## config.mk

```make
export PLATFORM = sky130hd
export DESIGN_NAME = q1q2_gap_chan
export DESIGN_NICKNAME = d
export VERILOG_FILES = /design/src/rtl/q1q2_gap_pkg.sv /design/src/rtl/q1q2_gap_chan.sv
export SDC_FILE = /design/constraint.sdc
export NUM_CORES = 1
export LEC_CHECK = 0
export ABC_AREA = 1
export ABC_CLOCK_PERIOD_IN_PS = 4550
export CAP_MARGIN = 20
export CORE_UTILIZATION = 59
export CTS_CLUSTER_SIZE = 16
export DETAILED_ROUTE_END_ITERATION = 8
export MAX_ROUTING_LAYER = met4
export PLACE_DENSITY = 0.83
export SLEW_MARGIN = 20
export SYNTH_ARGS = -nofsm -noshare
export SYNTH_HDL_FRONTEND = slang
export SYNTH_SLANG_ARGS = --single-unit
```

## constraint.sdc

```tcl
create_clock -name clk -period 4.55 [get_ports clk]
set_input_delay 0.91 -clock clk [delete_from_list [all_inputs] [get_ports clk]]
set_output_delay 0.91 -clock clk [all_outputs]
set_load 0.05 [all_outputs]
```

## src/rtl/q1q2_gap_pkg.sv

```systemverilog
// Shared definitions for the q1 ##[MIN:MAX] q2 gap checker.
//   state_e : per-channel sequence-tracking state
//   STAT_W  : width of the optional per-channel pass/fail counters
//   sat_inc : increment that holds at a caller-supplied ceiling
package q1q2_gap_pkg;

  typedef enum logic [1:0] {IDLE, SAW_A, ARMED, SAW_C} state_e;

  localparam int STAT_W = 16;

  function automatic logic [31:0] sat_inc(input logic [31:0] v, input logic [31:0] max);
    return (v >= max) ? v : v + 32'd1;
  endfunction

endpackage

```

## src/rtl/q1q2_gap_chan.sv

```systemverilog
// One channel of the gap checker: tracks q1 (a ##1 b), counts cycles from the
// b sample, then tracks q2 (c ##1 d) and classifies the gap.
// Ports: clk, rst (async, active-high), en, a, b, c, d in;
//        pass, err_early, err_tmo (registered pulses), gap_out, busy out.
// Optional macro Q1Q2_GAP_STATS_EN adds stats_clr in and pass_cnt/fail_cnt out.
module q1q2_gap_chan
  import q1q2_gap_pkg::*;
#(
  parameter int MIN_GAP = 5,
  parameter int MAX_GAP = 10,
  parameter int CNT_W   = 8
) (
  input  logic             clk,
  input  logic             rst,
  input  logic             en,
  input  logic             a,
  input  logic             b,
  input  logic             c,
  input  logic             d,
  output logic             pass,
  output logic             err_early,
  output logic             err_tmo,
  output logic [CNT_W-1:0] gap_out,
`ifdef Q1Q2_GAP_STATS_EN
  input  logic              stats_clr,
  output logic [STAT_W-1:0] pass_cnt,
  output logic [STAT_W-1:0] fail_cnt,
`endif
  output logic             busy
);

  localparam logic [CNT_W-1:0] CNT_ALL = '1;
  localparam logic [CNT_W-1:0] MIN_C   = CNT_W'(MIN_GAP);
  localparam logic [CNT_W-1:0] MAX_C   = CNT_W'(MAX_GAP);
  localparam bit               TMO_EN  = (MAX_GAP != 0);

  state_e           state, state_nxt;
  logic [CNT_W-1:0] cnt, cnt_nxt, cnt_inc;
  logic [CNT_W-1:0] gap, gap_nxt, gap_out_nxt;
  logic             pass_nxt, early_nxt, tmo_nxt;

  assign cnt_inc = CNT_W'(sat_inc(32'(cnt), 32'(CNT_ALL)));
  assign busy    = (state != IDLE);

  // Next-state decision from the current edge's samples
  always_comb begin
    state_nxt   = state;
    cnt_nxt     = cnt;
    gap_nxt     = gap;
    gap_out_nxt = gap_out;
    pass_nxt    = 1'b0;
    early_nxt   = 1'b0;
    tmo_nxt     = 1'b0;
    if (!en) begin
      state_nxt = IDLE;
      cnt_nxt   = '0;
    end else begin
      case (state)
        IDLE: if (a) state_nxt = SAW_A;
        SAW_A: begin
          if (b) begin
            state_nxt = ARMED;
            cnt_nxt   = CNT_W'(1);
          end else if (!a) begin
            state_nxt = IDLE;
          end
        end
        // cnt keeps running through SAW_C so a retried c still measures from b
        ARMED: begin
          if (c) begin
            state_nxt = SAW_C;
            gap_nxt   = cnt;
            cnt_nxt   = cnt_inc;
          end else if (TMO_EN && cnt >= MAX_C) begin
            tmo_nxt   = 1'b1;
            state_nxt = IDLE;
          end else begin
            cnt_nxt = cnt_inc;
          end
        end
        SAW_C: begin
          if (d) begin
            state_nxt = IDLE;
            if (gap < MIN_C) begin
              early_nxt   = 1'b1;
              gap_out_nxt = gap;
            end else if (TMO_EN && gap > MAX_C) begin
              // c arrived after the window closed: a late q2 is a timeout, not a pass
              tmo_nxt = 1'b1;
            end else begin
              pass_nxt    = 1'b1;
              gap_out_nxt = gap;
            end
          end else if (TMO_EN && gap >= MAX_C) begin
            tmo_nxt   = 1'b1;
            state_nxt = IDLE;
          end else begin
            state_nxt = ARMED;
            cnt_nxt   = cnt_inc;
          end
        end
        default: state_nxt = IDLE;
      endcase
    end
  end

  // State and registered result outputs
  always_ff @(posedge clk or posedge rst) begin
    if (rst) begin
      state     <= IDLE;
      cnt       <= '0;
      gap       <= '0;
      gap_out   <= '0;
      pass      <= 1'b0;
      err_early <= 1'b0;
      err_tmo   <= 1'b0;
    end else begin
      state     <= state_nxt;
      cnt       <= cnt_nxt;
      gap       <= gap_nxt;
      gap_out   <= gap_out_nxt;
      pass      <= pass_nxt;
      err_early <= early_nxt;
      err_tmo   <= tmo_nxt;
    end
  end

`ifdef Q1Q2_GAP_STATS_EN
  localparam logic [STAT_W-1:0] STAT_ALL = '1;

  // Counters advance on the same edge that raises the pulse; clear wins
  always_ff @(posedge clk or posedge rst) begin
    if (rst) begin
      pass_cnt <= '0;
      fail_cnt <= '0;
    end else if (stats_clr) begin
      pass_cnt <= '0;
      fail_cnt <= '0;
    end else begin
      if (pass_nxt)
        pass_cnt <= STAT_W'(sat_inc(32'(pass_cnt), 32'(STAT_ALL)));
      if (early_nxt || tmo_nxt)
        fail_cnt <= STAT_W'(sat_inc(32'(fail_cnt), 32'(STAT_ALL)));
    end
  end
`endif

endmodule

```

* Word level (Yosys, flattened, before mapping)
Cells that the tools add are included.
** Word-level totals
- Register bits :: 29
- Logic and storage cells :: 67
- Bits of input ports :: 7
- Output and inout bits :: 12
** Cells by class
- Equality and inequality tests :: 12
- Reductions and logical operators :: 6
- Multiplexer cells :: 36
- $add $sub $neg :: 1
- $lt $le $gt $ge :: 5
** Operators with widths (count)
- 2-to-1 mux 8 bit :: 9
- one-hot mux 8 bit (3 select lines) :: 1
- >= comparator 8 x 4 -> 1 bit, second input constant :: 2
- 2-to-1 mux 1 bit :: 16
- 2-to-1 mux 2 bit :: 8
- != test 3 bit, second input constant :: 4
- != test 4 bit, second input constant :: 3
- adder 8 x 1 -> 8 bit, second input constant :: 1
- >= comparator 8 bit, second input constant :: 1
- greater-than comparator 8 x 4 -> 1 bit, second input constant :: 1
- less-than comparator 8 x 3 -> 1 bit, second input constant :: 1
- one-hot mux 2 bit (4 select lines) :: 1
- AND reduction 3 bit :: 2
- AND reduction 5 bit :: 1
- == test 2 bit, second input constant :: 2
- != test 4 x 1 -> 1 bit, second input constant :: 1
- AND reduction 4 bit :: 1
- == test 2 x 1 -> 1 bit, second input constant :: 1
- logical NOT 2 bit :: 1
- != test 2 bit, second input constant :: 1
- one-hot mux 1 bit (2 select lines) :: 1
- nonzero test 2 bit :: 1

* Logic depth before layout (Yosys ltp)
Gate-level depths: netlist (run 1).
- Word-level depth :: 6
- Gate-level depth with buffers :: 10

* Worst setup path before layout (run 1)
Ideal clock, no wire load.
- Path type :: reg-to-output
- Start :: register state[0]
- End :: output busy
- Arrival :: 971 ps
- Stages on the path, launching flop included :: 4
- Buffers on the path :: 0
- Required time :: 3640 ps
- Path slack :: 2669 ps
- Cells stage by stage :: dfrtp_1 > inv_1 > ha_1 > inv_1
** Between the ends
- Longest elaborated chain between the ends :: 1
** Ends and longest elaborated chain
- start: declaration :: RTL line q1q2_gap_chan.sv:37 : state_e state, state_nxt;
- start signal: assignment :: RTL line q1q2_gap_chan.sv:118 : state <= state_nxt;
- nonzero test 2 bit :: RTL line q1q2_gap_chan.sv:43 : assign busy = (state != IDLE);
- end: declaration :: RTL line q1q2_gap_chan.sv:29 : output logic busy
No other way between the ends.

* Worst setup path after layout (run 1)
Same ends and word-level chain as after synthesis.

==> out/results.ini, run 1 <==
[cts]
cts_tree = built
root_buffer = clkbuf_4
htree_levels = 2
path_clk_slew_ns = 0.09
cts_hold_buf = 0
post_cts_buffers = 0
clock_sinks = 29
ctsResizeCount = 0
cts_max_path_buffers = 2
clk_latency_ns = 0.33
cts_buffers = 5

[sta]
worst_pin_slew_ns = 0.592
finalCritPeriodShare_pct = 62.8
report.final.slew_viol_count = 0
max_freq_ghz = 0.350
finalSetupViolCount = 0
skew_ns = 0.00419
grt_setup_unrepaired = false
tns_ns = 0
hold_viol_final = 0
fin_crit_ns = 2.86
slew_headroom_pct = 60.5

[synthesis]
synth_top_family_by_area = simple AND/OR/NAND/NOR gates
synth_commonest_cells = nand2_1 (56), inv_1 (32), dfrtp_1 (29), nand3_1 (24), nor2_1 (24)
ys_warn_count = 0
synth_ff_type = dfrtp_1
syn_area_sq_um = 1650
synth.most_common_cell = nand2_1
synth.area.top_cells = dfrtp_1 (44%), nand2_1 (13%), nand3_1 (7.3%), inv_1 (7.3%), nor2_1 (5.5%)
synth_compound_area_share_pct = 8.13
synthXorXnorAreaFrac_pct = 0
synth_area_leader_cell = dfrtp_1
avgSynthCellArea_sq_um = 7.52
synth_fp_nets = 232
synthMuxAreaShare_pct = 0.684
yosys.area_share.simple_pct = 33.7
syn_inst = 219
ys_ff_latch = 29
ys_seq_area_share_pct = 44.1
synthArstFlopShare_pct = 100
synthDistinctLibCells = 25
synth-adder-area-share_pct = 4.56
netlist.area_leader.share_pct = 44.1
synth_edf_count = 0

[detailed_routing]
wl_per_cell_um = 12.3
first_iter_violations = 47
first_pass_iters = 4
wl_um = 3360
num_vias = 1441
vias_per_cell = 5.30
final_antenna_net_count = 0
drc = 0

[die]
rows = 18
die_area_sq_um = 3010
start_util_pct = 64.1
dieHeight_um = 54.8
ios = 19
core_area_sq_um = 2570
die_x_um = 54.8

[pwr]
p_leak_nw = 0.956
power_density_nw_per_um2 = 320
peakVddDrop_mv = 0.402

[critical_path]
cp-startpoint = state[0]
critPathRequiredTime_ns = 3.64
critPathArrivalTime_ns = 1.95
worstSetupPathType = register to output pin
worstSetupStartpointType = register
end_kind = output pin
crit_fanout = 3
rr_startpoint = state[0]

[run]
cap_violations = 0

[cells_and_area]
areaGrowthSynthToFinish_pct = 15.7
nFillCells = 190
fin_nets = 254
final_core_util_pct = 74.2
drive_gt1_share_pct = 12.4
insertedDiodeCount = 0

[worst_hold_path]
worstHoldStart = gap_out[3]
hold_path_class = register to register

[global_route]
grt_max_degree = 30
antenna_found_initial = 0
grt_pass1_wl_um = 5370
gr-total-overflow = 0
first_global_vias = 1301
grt_use_total_pct = 27.1

[place]
hpwlAfterDp_um = 2390
port_buffers = 18
gp_congestion = 0.916

[status]
status = finished clean

-- critical path: stages (launching register included) --
cell and delay, ns:
dfrtp_1 0.39, inv_1 0.10, ha_1 0.24, inv_1 0.09, clkdlybuf4s50_1 0.80
-- cells by family after synthesis --
family | count (synthesis)
muxes | 1
DFF | 29
adders and majority gates | 6
and+or+nand+nor | 121
AOI/OAI and AO/OA | 24
buffers and inverters | 38
-- cell usage in the layout (no fill, tap or decap), types with 2 or more instances in the layout --
master / n
a21oi_1: 3
clkbuf_4: 5
clkdlybuf4s50_1: 18
clkinv_2: 2
dfrtp_1: 29
ha_1: 6
inv_1: 31
inv_2: 4
nand2_1: 56
nand2_2: 5
nand3_1: 24
nor2_1: 24
nor2_2: 3
nor2_4: 2
o21ai_0: 12
o21ai_1: 5
o21ai_2: 3
-- per-layer routing --
layer	up-vias	wire length [um]	global-route usage (%)
li1	728	-	-
met1	655	1510	29.3
met2	46	1580	43.6
met3	12	169	7.50
met4	0	104	17.1
met5	-	0	-
-- report_power, final --
| group | internal, mW | total [mW] | switching [mW] |
|---|---|---|---|
| Sequential | 0.277 | 0.291 | 0.0145 |
| Combinational | 0.0537 | 0.165 | 0.111 |
| Clock | 0.0581 | 0.154 | 0.0961 |
| Total | 0.388 | 0.610 | 0.221 |
-- area by class of cell --
type,instances,area [sq um],area share (%)
repair buffers,18,180,9.46
inverters,35,131,6.89
multi-input cells,152,776,40.7
flip-flops and latches,29,726,38.1
well taps,30,37.5,1.97
clock inverters,3,17.5,0.919
clock buffers,5,37.5,1.97
-- flip-flops by register name (all words and copies together) (netlist names) --
name	flops
err_early	1
gap_out	8
err_tmo	1
state	2
cnt	8
pass	1
gap	8
-- final timing paths --
| kind | to | slack (ns) | cells after the start |
|---|---|---|---|
| max in group asynchronous | cnt[3] | 3.21 | 2 |
| max reg2reg | gap[1] | 2.86 | 4 |
| min | gap_out[3] | 0.49 | 2 |
| min reg2reg | gap_out[3] | 0.49 | 2 |
| max | busy | 1.69 | 4 |
| min in group asynchronous | cnt[2] | 0.95 | 2 |
-- through the flow --
step	total power [mW]	worst slack, ns	instances	instance area, sq um	hold WS (ns)
4_1_cts	0.614	1.69	272	1910	0.496
2_1_floorplan	0.408	2.67	219	1650	0.459
5_1_grt	0.641	1.60	272	1910	0.507
6_report	0.610	1.69	272	1910	0.487
3_5_place_dp	0.460	2.07	264	1850	0.472
3_3_place_gp	0.454	2.12	264	1850	0.465
Note: power is estimated with default switching activity, not from simulation.
==> run 2: changes to the inputs <==
--- a/config.mk
+++ b/config.mk
@@ -6,13 +6,13 @@
 export NUM_CORES = 1
 export LEC_CHECK = 0
 export ABC_AREA = 1
-export ABC_CLOCK_PERIOD_IN_PS = 4550
+export ABC_CLOCK_PERIOD_IN_PS = 2370
 export CAP_MARGIN = 20
-export CORE_UTILIZATION = 59
+export CORE_UTILIZATION = 50
 export CTS_CLUSTER_SIZE = 16
 export DETAILED_ROUTE_END_ITERATION = 8
 export MAX_ROUTING_LAYER = met4
-export PLACE_DENSITY = 0.83
+export PLACE_DENSITY = 0.75
 export SLEW_MARGIN = 20
 export SYNTH_ARGS = -nofsm -noshare
 export SYNTH_HDL_FRONTEND = slang
==> constraint.sdc (replaced) <==
create_clock -name clk -period 2.37 [get_ports clk]
set_input_delay 0.474 -clock clk [delete_from_list [all_inputs] [get_ports clk]]
set_output_delay 0.474 -clock clk [all_outputs]
set_load 0.05 [all_outputs]
==> run 2 against run 1 <==
Compared with the run above: total power is 99% higher; clock skew hardly changed; cell count is 5.9% higher; clock-buffer cell count is 2 higher; via count is 3.3% lower; sequential share of layout area is 0.90 points lower; flip-flop and latch count stayed put; register-to-register slack worse by 2.1 ns.
==> out/results.ini, run 2 (synthesized netlist as in run 1, its figures left out) <==
[status]
status = finished clean

[cts]
ctsResizeCount = 1
cts_max_path_buffers = 2
clk_latency_ns = 0.33
path_clk_slew_ns = 0.09
post_cts_buffers = 0
clock_sinks = 29
cts_tree = built
cts_buffers = 5
cts_hold_buf = 0
root_buffer = clkbuf_4
htree_levels = 2

[die]
ios = 19
die_x_um = 59.4
dieHeight_um = 59.4
core_area_sq_um = 3080
start_util_pct = 53.5
rows = 20
die_area_sq_um = 3530

[place]
gp_congestion = 0.942
dp_cells = 280
port_buffers = 18
hpwlAfterDp_um = 2360
placed_area_sq_um = 1880

[pwr]
peakVddDrop_mv = 0.335
power.total_mw = 1.22
power_density_nw_per_um2 = 623
p_leak_nw = 0.979

[detailed_routing]
drc = 0
num_vias = 1394
first_iter_violations = 50
final_antenna_net_count = 0
wl_per_cell_um = 11.1
wl_um = 3200
first_pass_iters = 4
vias_per_cell = 4.84

[cells_and_area]
fin_cells = 288
final_core_util_pct = 63.4
final_common_cell = nand2_1
nFillCells = 294
final_cell_area_sq_um = 1950
final_cell_mix = nand2_1 (56), inv_1 (32), dfrtp_1 (29)
multi_input_area_sq_um = 776
insertedDiodeCount = 0
drive_gt1_share_pct = 12.7
regArea_sq_um = 726
top_regs = cnt x8, gap x8, gap_out x8
fin_nets = 256
areaGrowthSynthToFinish_pct = 18.5

[critical_path]
slowest_delay_ns = 0.52
crit_path_frequent_cell = inv_1
crit_fanout = 3
r2r_cells = 9
r2r_slack_ns = 0.78
rr_startpoint = state[0]
critPathRequiredTime_ns = 1.90
cp-startpoint = state[0]
regToRegEndpoint = state[1]
crit_slowest_cell = dlygate4sd2_1
worstSetupStartpointType = register
path_cells = inv_1 -> ha_1 -> inv_1 -> dlygate4sd2_1
end_kind = output pin
critPathArrivalTime_ns = 1.65
worstSetupPathType = register to output pin

[global_route]
grt_pass1_wl_um = 5550
grt_use_total_pct = 22.4
first_global_vias = 1292
gr-total-overflow = 0
grt_max_degree = 30
antenna_found_initial = 0

[sta]
hold_viol_final = 0
skew_ns = 0.00456
finalCritPeriodShare_pct = 89.5
max_freq_ghz = 0.471
tns_ns = 0
slew_headroom_pct = 67.1
worst_pin_slew_ns = 0.492
finalSetupViolCount = 0
fin_crit_ns = 2.12
report.final.slew_viol_count = 0
grt_setup_unrepaired = false

[worst_hold_path]
hold_depth = 2
hold_end = gap_out[1]
hold_path_class = register to register
worstHoldStart = gap_out[1]

[run]
cap_violations = 0

run 2: changes by cell type in the layout (fill, tap and decap cells not counted), sizes merged:
cell           delta
dlygate4sd2       +1
clkinvlp          -1
clkbuf            +2
clkinv            -1
clkdlybuf4s50     -1
buf               +2
run 2: layer usage:
metal / routed length [um] / GRT usage (%) / vias to the layer above
met3: 141 / 6.55 / 7
met1: 1530 / 26.6 / 625
li1: - / - / 730
met2: 1470 / 35.2 / 32
met4: 67 / 10.2 / 0
met5: 0 / - / -
run 2: final cells by class:
class / instances / share of cell area, %
repair buffers: 20 / 9.94
well taps: 44 / 2.82
multi-input cells: 152 / 39.7
flip-flops and latches: 29 / 37.2
clock buffers: 7 / 3.33
inverters: 35 / 6.73
clock inverters: 1 / 0.256
run 2: how the worst max path moves through the flow:
stage,end,slack [ns]
CTS,busy,0.23
finish,busy,0.25
global route,busy,0.18
floorplan,cnt[3],0.90
detailed placement,busy,0.32
global placement,busy,0.38
run 2: critical path, delay by kind of cell, from the launching register on:
kind / cells / cell delay (ns)
buf+inv: 3 / 0.69
fa+ha+maj: 1 / 0.24
flops: 1 / 0.38
run 2: metrics by stage:
step | worst slack (ns) | hold WS (ns)
global route | 0.183 | 0.510
floorplan | 0.901 | 0.459
finish | 0.249 | 0.487
global placement | 0.381 | 0.464
detailed placement | 0.325 | 0.466
CTS | 0.226 | 0.490
run 2: power breakdown:
group,internal (mW),leakage (nW),switching (mW)
combinational,0.102,0.554,0.212
clock,0.172,0.0413,0.172
sequential,0.531,0.383,0.0269
total,0.804,0.979,0.412
==> run 3: changes to the inputs <==
--- a/config.mk
+++ b/config.mk
@@ -12,7 +12,7 @@
 export CTS_CLUSTER_SIZE = 16
 export DETAILED_ROUTE_END_ITERATION = 8
 export MAX_ROUTING_LAYER = met4
-export PLACE_DENSITY = 0.75
+export PLACE_DENSITY = 0.78
 export SLEW_MARGIN = 20
 export SYNTH_ARGS = -nofsm -noshare
 export SYNTH_HDL_FRONTEND = slang
==> run 3 against run 2 <==
Compared with the run above: core utilization decreased by 0.61 points; largest power group unchanged; die area unchanged; hold slack gained 0.0046 ns; non-clock buffer count unchanged; maximum frequency hardly changed; sequential power hardly changed.
==> out/results.ini, run 3 (synthesized netlist as in run 1, its figures left out) <==
[die]
dieHeight_um = 59.4
start_util_pct = 53.5
core_area_sq_um = 3080
die_area_sq_um = 3530
die_x_um = 59.4
ios = 19
rows = 20

[sta]
report.final.slew_viol_count = 0
max_freq_ghz = 0.471
fin_crit_ns = 2.12
slew_headroom_pct = 67.0
skew_ns = 0.0117
finalSetupViolCount = 0
finalCritPeriodShare_pct = 89.5
tns_ns = 0
hold_viol_final = 0
grt_setup_unrepaired = false
worst_pin_slew_ns = 0.493

[critical_path]
crit_slowest_cell = dlygate4sd2_1
worstSetupPathType = register to output pin
cp_num_buf_inv = 3
r2r_slack_ns = 0.77
cpLargestDelayFamily = buffers and inverters
cp.depth = 4
path_cells = inv_1 -> ha_1 -> inv_1 -> dlygate4sd2_1
regToRegEndpoint = cnt[3]
rr_startpoint = state[0]
r2r_cells = 7
slowest_delay_ns = 0.52
critPathArrivalTime_ns = 1.65
critPathRequiredTime_ns = 1.90
crit_path_frequent_cell = inv_1
end_kind = output pin
worstSetupStartpointType = register
crit_fanout = 3

[worst_hold_path]
hold_end = gap_out[1]
hold_path_class = register to register
worstHoldStart = gap_out[1]
hold_depth = 2

[detailed_routing]
wl_per_cell_um = 11.1
num_vias = 1441
wl_um = 3210
final_antenna_net_count = 0
first_iter_violations = 65
drc = 0
vias_per_cell = 5.00
first_pass_iters = 4

[cells_and_area]
drive_gt1_share_pct = 12.3
final_cell_mix = nand2_1 (56), inv_1 (32), dfrtp_1 (29)
final_core_util_pct = 62.8
final_common_cell = nand2_1
areaGrowthSynthToFinish_pct = 17.4
top_regs = cnt x8, gap x8, gap_out x8
fin_nets = 256
insertedDiodeCount = 0

[cts]
cts_max_path_buffers = 2
htree_levels = 2
ctsResizeCount = 1
path_clk_slew_ns = 0.10
clock_sinks = 29
post_cts_buffers = 0
cts_buffers = 5
cts_tree = built
cts_hold_buf = 0
root_buffer = clkbuf_4
clk_latency_ns = 0.32

[place]
gp_congestion = 0.976
port_buffers = 18
hpwlAfterDp_um = 2420

[pwr]
power_density_nw_per_um2 = 597
p_sw_share_pct = 35.4
intPower_mw = 0.746
power_switching_mw = 0.409
comb_power_share_pct = 27.2
p_leak_nw = 0.969
peakVddDrop_mv = 0.276
clock_power_share_pct = 24.5
power_frac_seq_pct = 48.3

[global_route]
gr-total-overflow = 0
first_global_vias = 1275
antenna_found_initial = 0
grt_pass1_wl_um = 5480
grt_use_total_pct = 21.9
grt_max_degree = 30

[status]
status = finished clean

[run]
cap_violations = 0

run 3: layout make-up:
| class | instances | area (sq um) |
|---|---|---|
| Timing Repair Buffer | 20 | 194 |
| Fill cell | 291 | 1140 |
| Clock buffer | 6 | 41.3 |
| Clock inverter | 2 | 10.0 |
| Sequential cell | 29 | 726 |
| Tap cell | 44 | 55.1 |
| Inverter | 35 | 131 |
| Multi-Input combinational cell | 152 | 776 |
run 3: power groups by stage:
stage / Combinational, mW / Sequential (mW) / Clock (mW)
2_1_floorplan: 0.146 / 0.638 / 0
3_3_place_gp: 0.312 / 0.565 / 0
3_5_place_dp: 0.320 / 0.568 / 0
4_1_cts: 0.317 / 0.558 / 0.297
5_1_grt: 0.344 / 0.563 / 0.317
6_report: 0.315 / 0.557 / 0.283
run 3: worst register-to-register path, cell delays in order, from the launching register on:
cell,delay (ns)
dfrtp_1,0.39
inv_1,0.10
ha_1,0.26
or2_2,0.39
nand3b_1,0.14
nor2_1,0.05
nand3_1,0.09
nand2_1,0.07
run 3: metrics by stage:
| step | total power, mW | cells | hold WS (ns) | area [sq um] | setup WS, ns |
|---|---|---|---|---|---|
| final | 1.15 | 288 | 0.491 | 1930 | 0.248 |
| after floorplan | 0.783 | 219 | 0.459 | 1650 | 0.901 |
| after global routing | 1.22 | 288 | 0.519 | 1930 | 0.173 |
| after CTS | 1.17 | 288 | 0.492 | 1930 | 0.237 |
| after detailed placement | 0.888 | 280 | 0.467 | 1880 | 0.331 |
| after global placement | 0.877 | 280 | 0.463 | 1880 | 0.381 |
run 3: how the worst max path moves through the flow:
stage	from	to	slack [ns]
after CTS	state[0]	busy	0.24
after global placement	state[0]	busy	0.38
after global routing	state[0]	busy	0.17
final	state[0]	busy	0.25
after floorplan	state[0]	cnt[3]	0.90
after detailed placement	state[0]	busy	0.33
run 3: routing by layer:
| layer | up-vias | track usage [%] | wire length [um] |
|---|---|---|---|
| met5 | - | - | 0 |
| met4 | 0 | 7.14 | 36 |
| met3 | 4 | 5.90 | 191 |
| met2 | 47 | 37.6 | 1540 |
| met1 | 648 | 24.7 | 1440 |
| li1 | 742 | - | - |
